<file path="config.mk">
export PLATFORM = sky130hd
export DESIGN_NAME = cache_controller
export DESIGN_NICKNAME = d
export VERILOG_FILES = /design/src/rtl/cache_controller.sv
export SDC_FILE = /design/constraint.sdc
export NUM_CORES = 1
export LEC_CHECK = 0
export BUFFER_PORTS_ARGS = -buffer_cell sky130_fd_sc_hd__buf_2
export CAP_MARGIN = 20
export CORE_AREA = 2 2 128 130
export CTS_BUF_LIST = sky130_fd_sc_hd__clkbuf_8
export CTS_CLUSTER_DIAMETER = 150
export DETAILED_ROUTE_END_ITERATION = 7
export DIE_AREA = 0 0 130 132
export PLACE_DENSITY = 0.76
export RECOVER_POWER = 25
export SYNTH_ARGS = -nofsm -noshare
export SYNTH_HDL_FRONTEND = slang
export SYNTH_SLANG_ARGS = --single-unit
</file>
<file path="constraint.sdc">
create_clock -name clk -period 2 [get_ports clk]
set_input_delay 0.1 -clock clk [delete_from_list [all_inputs] [get_ports clk]]
set_output_delay 0.1 -clock clk [all_outputs]
set_load 0.01 [all_outputs]
</file>
<file path="src/rtl/cache_controller.sv">
// rtl/cache_controller.sv - MEM-stage cache controller: read hits, line fills on miss, write-through with invalidate
//
// Ports:
//   clk, rst                  clock, asynchronous active-low reset
//   mem_r_en, mem_w_en        load / store request from the MEM stage (store wins if both high)
//   address, write_data       request byte address and store data (held by the pipeline while ready=0)
//   cache_hit, cache_data     hit flag and data from the 2-way cache for cache_address
//   cache_address             address presented to the cache
//   cache_u_en                line fill enable (cache captures sram_read_data)
//   cache_invalid             invalidate the matching cache line
//   sram_r_en, sram_w_en      SRAM 64-bit read / 32-bit write strobes
//   sram_address              SRAM address
//   sram_write_data           SRAM write data
//   sram_ready                SRAM completion pulse
//   sram_read_data            64-bit line, [63:32] = word at offset 0, [31:0] = word at offset 4
//   read_data                 load result, valid when ready=1 and mem_r_en=1
//   ready                     1 = pipeline may advance, 0 = freeze
//   hit_count, miss_count     saturating read hit / miss counters
module cache_controller #(
   parameter int CNT_WIDTH = 16
) (
   input  logic                 clk,
   input  logic                 rst,
   input  logic                 mem_r_en,
   input  logic                 mem_w_en,
   input  logic [31:0]          address,
   input  logic [31:0]          write_data,
   input  logic                 cache_hit,
   input  logic [31:0]          cache_data,
   output logic [31:0]          cache_address,
   output logic                 cache_u_en,
   output logic                 cache_invalid,
   output logic                 sram_r_en,
   output logic                 sram_w_en,
   output logic [31:0]          sram_address,
   output logic [31:0]          sram_write_data,
   input  logic                 sram_ready,
   input  logic [63:0]          sram_read_data,
   output logic [31:0]          read_data,
   output logic                 ready,
   output logic [CNT_WIDTH-1:0] hit_count,
   output logic [CNT_WIDTH-1:0] miss_count
);

   typedef enum logic [1:0] {
      IDLE      = 2'd0,
      READ_MISS = 2'd1,
      WRITE     = 2'd2
   } state_t;

   state_t      state;
   state_t      state_next;
   logic [31:0] req_addr;
   logic [31:0] req_wdata;

   // Acceptance decode in IDLE; a store masks a simultaneous load.
   logic        take_write;
   logic        take_hit;
   logic        take_miss;

   assign take_write = (state == IDLE) && mem_w_en;
   assign take_hit   = (state == IDLE) && !mem_w_en && mem_r_en && cache_hit;
   assign take_miss  = (state == IDLE) && !mem_w_en && mem_r_en && !cache_hit;

   always_ff @(posedge clk or negedge rst) begin
      if (!rst) begin
         state      <= IDLE;
         req_addr   <= '0;
         req_wdata  <= '0;
         hit_count  <= '0;
         miss_count <= '0;
      end else begin
         state <= state_next;
         if (take_write) begin
            req_addr  <= address;
            req_wdata <= write_data;
         end
         if (take_miss) begin
            req_addr <= address;
            if (miss_count != {CNT_WIDTH{1'b1}})
               miss_count <= miss_count + 1'b1;
         end
         if (take_hit && (hit_count != {CNT_WIDTH{1'b1}}))
            hit_count <= hit_count + 1'b1;
      end
   end

   always_comb begin
      state_next      = state;
      cache_address   = address;
      cache_u_en      = 1'b0;
      cache_invalid   = 1'b0;
      sram_r_en       = 1'b0;
      sram_w_en       = 1'b0;
      sram_address    = '0;
      sram_write_data = '0;
      read_data       = '0;
      ready           = 1'b1;
      // Outputs are forced quiet while reset is held so an aborted access
      // cannot leak a strobe or a fill enable.
      if (rst) begin
         case (state)
            IDLE: begin
               if (mem_w_en) begin
                  ready         = 1'b0;
                  cache_invalid = cache_hit;
                  state_next    = WRITE;
               end else if (mem_r_en) begin
                  if (cache_hit) begin
                     read_data = cache_data;
                  end else begin
                     ready      = 1'b0;
                     state_next = READ_MISS;
                  end
               end
            end
            READ_MISS: begin
               cache_address = req_addr;
               sram_r_en     = 1'b1;
               sram_address  = {req_addr[31:3], 3'b000};
               ready         = 1'b0;
               if (sram_ready) begin
                  cache_u_en = 1'b1;
                  read_data  = req_addr[2] ? sram_read_data[31:0] : sram_read_data[63:32];
                  ready      = 1'b1;
                  state_next = IDLE;
               end
            end
            WRITE: begin
               cache_address   = req_addr;
               sram_w_en       = 1'b1;
               sram_address    = req_addr;
               sram_write_data = req_wdata;
               ready           = 1'b0;
               if (sram_ready) begin
                  ready      = 1'b1;
                  state_next = IDLE;
               end
            end
            default: state_next = IDLE;
         endcase
      end
   end

endmodule

</file>
==> results.toml, run 1 <==
[run_status]
status = "complete, but fails checks"
violations = "setup timing"

[floorplanning]
design.core.area_um2 = 15700
die_x_um = 130
rows = 46
ios = 331
die_area_um2 = 17200
start_util = 0.370
die_height_um = 132

[power_and_ir_drop]
pwr_density_cell_nw_per_um2 = 1080
p_seq_frac = 0.324
p_switching_uw = 3820
p_int_uw = 6470
peakVddDrop_mv = 0.568
power.leakage_uw = 0.00504
netSwitchingFraction = 0.371
clkPwrFrac = 0.133
combPwrFrac = 0.544

[logic_synthesis]
syn_area_per_cell_um2 = 10.4
syn_nets = 733
synth_area_um2 = 5810
synth-edff-count = 0
synthFlopType = "dfrtp_1"
syn_inst = 561
yosys_warnings = 0
synth.distinct_cells = 42
async_reset_ff_frac = 1.00
seq_area_frac_synth = 0.422
synth_seq_cells = 98

[critical_path]
arrival_ps = 1940
crit_chain = "inv_2, ha_4, nand2_8, buf_12, buf_16, mux2_4, buf_6"
endpoint_kind = "output port"
crit_path_start_kind = "register"
crit_type = "register to output port"
cpPeakStageDelay_ps = 370
crit_required_ps = 1900
crit_path_top_delay_cell = "dfrtp_1"
crit_fanout = 8

[detailed_routing]
via_per_inst = 5.05
drc = 0
drtAntennaViolNets = 0
drt-pass1-iter-count = 4
routed_wl_mm = 21.9
drt-initial-drc-count = 226
via_count = 6005
routedWlPerCell_um = 18.5

[sta]
skew_ps = 14.6
final_max_slew_viol_count = 0
max_freq_ghz = 0.491
post-route-period-util = 1.02
setup_viol = 11
slew_headroom = 0.571
rsz0062_at_grt = "true"
min_period_ps = 2040
final-hold-violation-count = 0
final.setup.worst_slack_ps = -36.7
whs_ps = 96.3
worst_pin_slew_ps = 644

[cells_and_area]
nets = 1137
layout_commonest_cell = "buf_2"
nFillCells = 1271
area_growth_pct = 64.1
drive_above_1_share = 0.551
final_cell_mix = "buf_2 (296), dfrtp_1 (96), mux2_2 (69)"
fin_util = 0.607
final_area_um2 = 9530

[placed_design]
place_congestion = 0.820
hpwl_mm = 13.4
portBuffers = 330
dp_slack_ps = -27.2
place_area_um2 = 7840

[job]
cap_violations = 0

[clock_network]
clk_latency_ps = 380
numClockSinks = 98
ctsHoldBuffers = 64
clock_tree.buffer_depth = 2
h-tree-depth = 3
numCtsBuffers = 9
clkTransAtPathRegs_ps = 110
root_buffer = "clkbuf_8"
tritoncts = "yes"

[hold_path]
min_path_type = "input pin to async pin"

[global_route]
track_usage = 0.243
first_global_vias = 6106
grt_overflow = 0
grt_pass1_wl_mm = 32.3
grt_max_degree = 141
antenna_found_initial = 2
-- critical path: cells and delay by family, from the launching register on --
kind / cells / cell delay [ps]
fa+ha+maj: 1 / 300
buf+inv: 4 / 480
simple gates: 1 / 90
mux: 1 / 310
flops: 1 / 370
-- state kept, by name, summed over array words and instances (netlist names) --
| signal | flops |
|---|---|
| req_wdata | 32 |
| hit_count | 16 |
| req_addr | 32 |
| state | 2 |
| miss_count | 16 |
-- power by group through the flow --
stage	clock (uW)	combinational [uW]	sequential [uW]
after global placement	0	4150	3270
final	1360	5590	3330
after global routing	1500	5970	3410
after floorplan	0	2700	3150
after detailed placement	0	4230	3300
after CTS	1410	5380	3270
-- kinds of logic (layout without fill, tap and decap cells) --
kind of cell	count (synthesis)	count (layout)	share of synthesized area
muxes	133	133	0.251
other	0	2	0
and+or+nand+nor	208	209	0.200
adders and majority gates	6	6	0.0129
AOI/OAI and AO/OA	47	47	0.0442
xor gates and xnor gates	26	26	0.0392
DFF	98	98	0.422
buffers and inverters	43	451	0.0302
-- metrics by stage --
step           setup TNS [ps]  cells  power [uW]
6_report                 -255   1188       10300
5_1_grt                 -5130   1188       10900
4_1_cts                 -2790   1187       10100
3_5_place_dp             -401   1091        7530
3_3_place_gp                0   1091        7420
2_1_floorplan               0    561        5860
-- timing repair --
item	4_1_cts	5_1_grt
endpoints found under the setup margin	96	145
endpoints found under the hold margin	162	98
pin swaps	23	19
gates resized for setup	85	56
buffers inserted	8	3
gates cloned	8	1
-- layout make-up --
cell class	count	area, um^2	area share
Timing Repair Buffer	429	3020	0.317
Inverter	6	22.5	0.00236
Sequential cell	98	2450	0.258
Clock buffer	10	138	0.0144
Antenna cell	2	5.00	0.000525
Tap cell	216	270	0.0284
Multi-Input combinational cell	421	3550	0.372
Clock inverter	6	68.8	0.00722
-- worst paths after layout --
check / startpoint / to / slack (ps) / cells after the start
max in group asynchronous: rst / hit_count[0]$_DFFE_PN0P_ / 1420 / 2
worst max register to register: state[0]$_DFFE_PN0P_ / hit_count[13]$_DFFE_PN0P_ / 60 / 7
worst min-delay path: rst / req_wdata[2]$_DFFE_PN0P_ / 100 / 2
min in group clk: mem_w_en / state[0]$_DFFE_PN0P_ / 230 / 4
worst max-delay path: state[1]$_DFFE_PN0P_ / cache_address[9] / -40 / 7
worst min register to register: req_wdata[10]$_DFFE_PN0P_ / req_wdata[10]$_DFFE_PN0P_ / 510 / 1
-- synthesized netlist by cell type (2+ instances only) --
library cell	number	area share
nand2_1	9	0.0058
inv_1	6	0.0039
and2_1	33	0.036
nand2b_1	2	0.0022
a211oi_1	3	0.0039
clkbuf_1	22	0.014
nor3_1	12	0.010
mux2_2	101	0.20
xor2_1	23	0.035
dfrtp_1	98	0.42
and3_1	40	0.043
mux2i_1	32	0.055
buf_1	4	0.0026
a21oi_1	37	0.032
xnor2_1	3	0.0045
nand3_1	12	0.010
nor4_1	2	0.0022
o21ai_0	3	0.0026
nor2_1	73	0.047
and4_1	2	0.0030
buf_2	11	0.0095
nand4_1	8	0.0086
ha_1	6	0.013
-- routing by layer --
metal / up-vias / GRT usage / routed length (um)
li1: 2779 / - / -
met1: 2905 / 0.275 / 8530
met2: 271 / 0.439 / 11500
met3: 50 / 0.0532 / 1310
met4: 0 / 0.0938 / 561
met5: - / 0 / 0
Note: power is estimated with default switching activity, not from simulation.
==> inputs of run 2 (changes only) <==
--- a/config.mk
+++ b/config.mk
@@ -5,6 +5,7 @@
 export SDC_FILE = /design/constraint.sdc
 export NUM_CORES = 1
 export LEC_CHECK = 0
+export ABC_AREA = 1
 export BUFFER_PORTS_ARGS = -buffer_cell sky130_fd_sc_hd__buf_2
 export CAP_MARGIN = 20
 export CORE_AREA = 2 2 128 130
@@ -12,7 +13,7 @@
 export CTS_CLUSTER_DIAMETER = 150
 export DETAILED_ROUTE_END_ITERATION = 7
 export DIE_AREA = 0 0 130 132
-export PLACE_DENSITY = 0.76
+export PLACE_DENSITY = 0.78
 export RECOVER_POWER = 25
 export SYNTH_ARGS = -nofsm -noshare
 export SYNTH_HDL_FRONTEND = slang
==> run 2 against run 1 <==
Compared with the run above:
- the run still ends with setup timing left
- first-iteration DRC count rose to 2.7 times the previous value
- sequential cell count unchanged
- synthesized area up 5.3%
- maximum frequency up 1.6%
- total power down 7.2%
- utilization down 0.81 points
- cell count up 30%
- worst hold slack better by 21 ps
- final area down 1.3%
- register-to-register slack better by 130 ps
- critical endpoint is now read_data[9]
==> results.toml, run 2 <==
[logic_synthesis]
yosysTopAreaCell = "dfrtp_1"
seq_area_frac_synth = 0.401
syn_nets = 1099
syn_inst = 927
syn_area_per_cell_um2 = 6.60
synth-edff-count = 0
synth_xor_area_frac = 0.0129
ys_top_cells_by_count = "nand2_1 (227), nor2_1 (174), o21ai_0 (104)"
yosysTopAreaCellShare = 0.401
synth_compound_area_frac = 0.145
synth_area_um2 = 6120
synth.most_common_cell = "nand2_1"
synth.distinct_cells = 30
synth_seq_cells = 98
synth_simple_gate_area_frac = 0.329
synthMuxAreaShare = 0
yosys_warnings = 0
ys_top_cells_by_area = "dfrtp_1 (40%), nand2_1 (14%), nor2_1 (11%)"
synthFlopType = "dfrtp_1"
synthAdderAreaFrac = 0.0123
async_reset_ff_frac = 1.00
synth_top_family_by_area = "simple AND/OR/NAND/NOR gates"

[clock_network]
root_buffer = "clkbuf_8"
numCtsBuffers = 9
numClockSinks = 98
h-tree-depth = 3
clock_tree.buffer_depth = 2
clk_latency_ps = 390
clkTransAtPathRegs_ps = 100
tritoncts = "yes"

[floorplanning]
ios = 331
start_util = 0.389
die_area_um2 = 17200
design.core.area_um2 = 15700
die_height_um = 132
die_x_um = 130
rows = 46

[sta]
worst_pin_slew_ps = 1150
min_period_ps = 2000
slew_headroom = 0.234
final.setup.worst_slack_ps = -4.07
final_max_slew_viol_count = 0
skew_ps = 14.1
max_freq_ghz = 0.499
post-route-period-util = 1.00
final-hold-violation-count = 0
setup_viol = 1
rsz0062_at_grt = "true"

[cells_and_area]
seq_area_um2 = 2450
nFillCells = 1374
final_cell_mix = "buf_2 (328), nand2_1 (217), nor2_1 (163)"
top_regs = "req_addr: 32 flops, req_wdata: 32 flops"
drive_above_1_share = 0.337
area_growth_pct = 53.7
nets = 1495
multi_input_area_um2 = 3250
final_area_um2 = 9400
layout_commonest_cell = "buf_2"

[detailed_routing]
drt-initial-drc-count = 601
drt-pass1-iter-count = 5
routedWlPerCell_um = 14.5
top_layer = "met5"
drc = 0
via_count = 7697
routed_wl_mm = 22.5
met2_length_mm = 11.2
route.met3.wl_mm = 1.57
drt-met1-wl_mm = 8.74
drtAntennaViolNets = 0
via_per_inst = 4.98

[critical_path]
crit_fanout = 4
endpoint_kind = "output port"
crit_type = "register to output port"
crit_required_ps = 1900
crit_end = "read_data[9]"
r2r_start = "state[0]$_DFFE_PN0P_"
crit_path_start_kind = "register"
cp-startpoint = "state[0]$_DFFE_PN0P_"
rr_worst_depth = 10
ff2ff_setup_slack_ps = 190
reg2reg_to = "hit_count[2]$_DFFE_PN0P_"
arrival_ps = 1900

[job]
cap_violations = 0

[power_and_ir_drop]
peakVddDrop_mv = 0.588
power.leakage_uw = 0.00502
pwr_density_cell_nw_per_um2 = 1010

[run_status]
status = "complete, but fails checks"
violations = "setup timing"

[placed_design]
dp_slack_ps = 112
place_congestion = 0.882
portBuffers = 330
hpwl_mm = 15.1
place_area_um2 = 8100

[global_route]
first_global_vias = 6926
grt_max_degree = 66
antenna_found_initial = 5
grt_overflow = 0
track_usage = 0.242
grt_pass1_wl_mm = 33.3

[hold_path]
min_path_type = "input pin to async pin"
## run 2: report_power, final
part | leakage [uW] | internal (uW) | switching [uW]
combinational | 0.00371 | 1950 | 3100
sequential | 0.00120 | 2730 | 363
clock | 0.000106 | 652 | 746
## run 2: worst max-delay path: stages, from the launching register on
cell	delay [ps]
dfrtp_1	420
inv_2	100
ha_4	150
nand2_4	70
nor2_4	130
buf_4	140
clkbuf_16	120
nand2_1	40
a21oi_1	190
buf_2	170
## run 2: layout make-up
class | count | area share
inverters | 105 | 0.0423
flip-flops and latches | 98 | 0.261
clock buffers | 11 | 0.0161
clock inverters | 5 | 0.00639
diodes | 3 | 0.000798
well taps | 216 | 0.0287
repair buffers | 433 | 0.299
multi-input cells | 676 | 0.346
## run 2: kinds of logic (layout without fill, tap and decap cells)
kind of cell               after synthesis  after routing
AOI/OAI and AO/OA                      174            174
xor gates and xnor gates                 9              9
adders and majority gates                6              6
buffers and inverters                  153            554
DFF                                     98             98
other                                    0              3
and+or+nand+nor                        487            487
## run 2: how the worst min path moves through the flow
stage	start	to	slack [ps]	cells past startpoint
final	rst	req_addr[19]$_DFFE_PN0P_	120	2
after global routing	mem_w_en	req_addr[31]$_DFFE_PN0P_	120	4
after CTS	mem_w_en	req_addr[31]$_DFFE_PN0P_	90	4
after detailed placement	rst	req_addr[19]$_DFFE_PN0P_	-60	1
after global placement	rst	req_addr[19]$_DFFE_PN0P_	-50	1
after floorplan	rst	hit_count[0]$_DFFE_PN0P_	-200	0
## run 2: metal layers
layer | track usage | vias up
met5 | 0 | -
met4 | 0.120 | 4
met2 | 0.426 | 370
met3 | 0.0459 | 76
li1 | - | 3700
met1 | 0.278 | 3547
## run 2: repair_timing
action | CTS | global route
setup buffers | 5 | 5
pin swaps | 2 | 8
hold buffers | 65 | 0
gates cloned | 2 | 3
endpoints found under the setup margin | 91 | 110
hold endpoints to repair | 138 | 0
resized for setup | 18 | 66
## run 2: per-stage QoR
stage	util	cells	TNS, ps	total power, uW	hold WS [ps]
detailed placement	0.516	1449	0	7400	-55.4
finish	0.598	1547	-4.07	9540	117
global placement	0.516	1449	0	7280	-55.0
global route	0.598	1547	-3850	10200	117
CTS	0.582	1537	-4.49	9130	85.3
floorplan	-	927	0	5710	-196
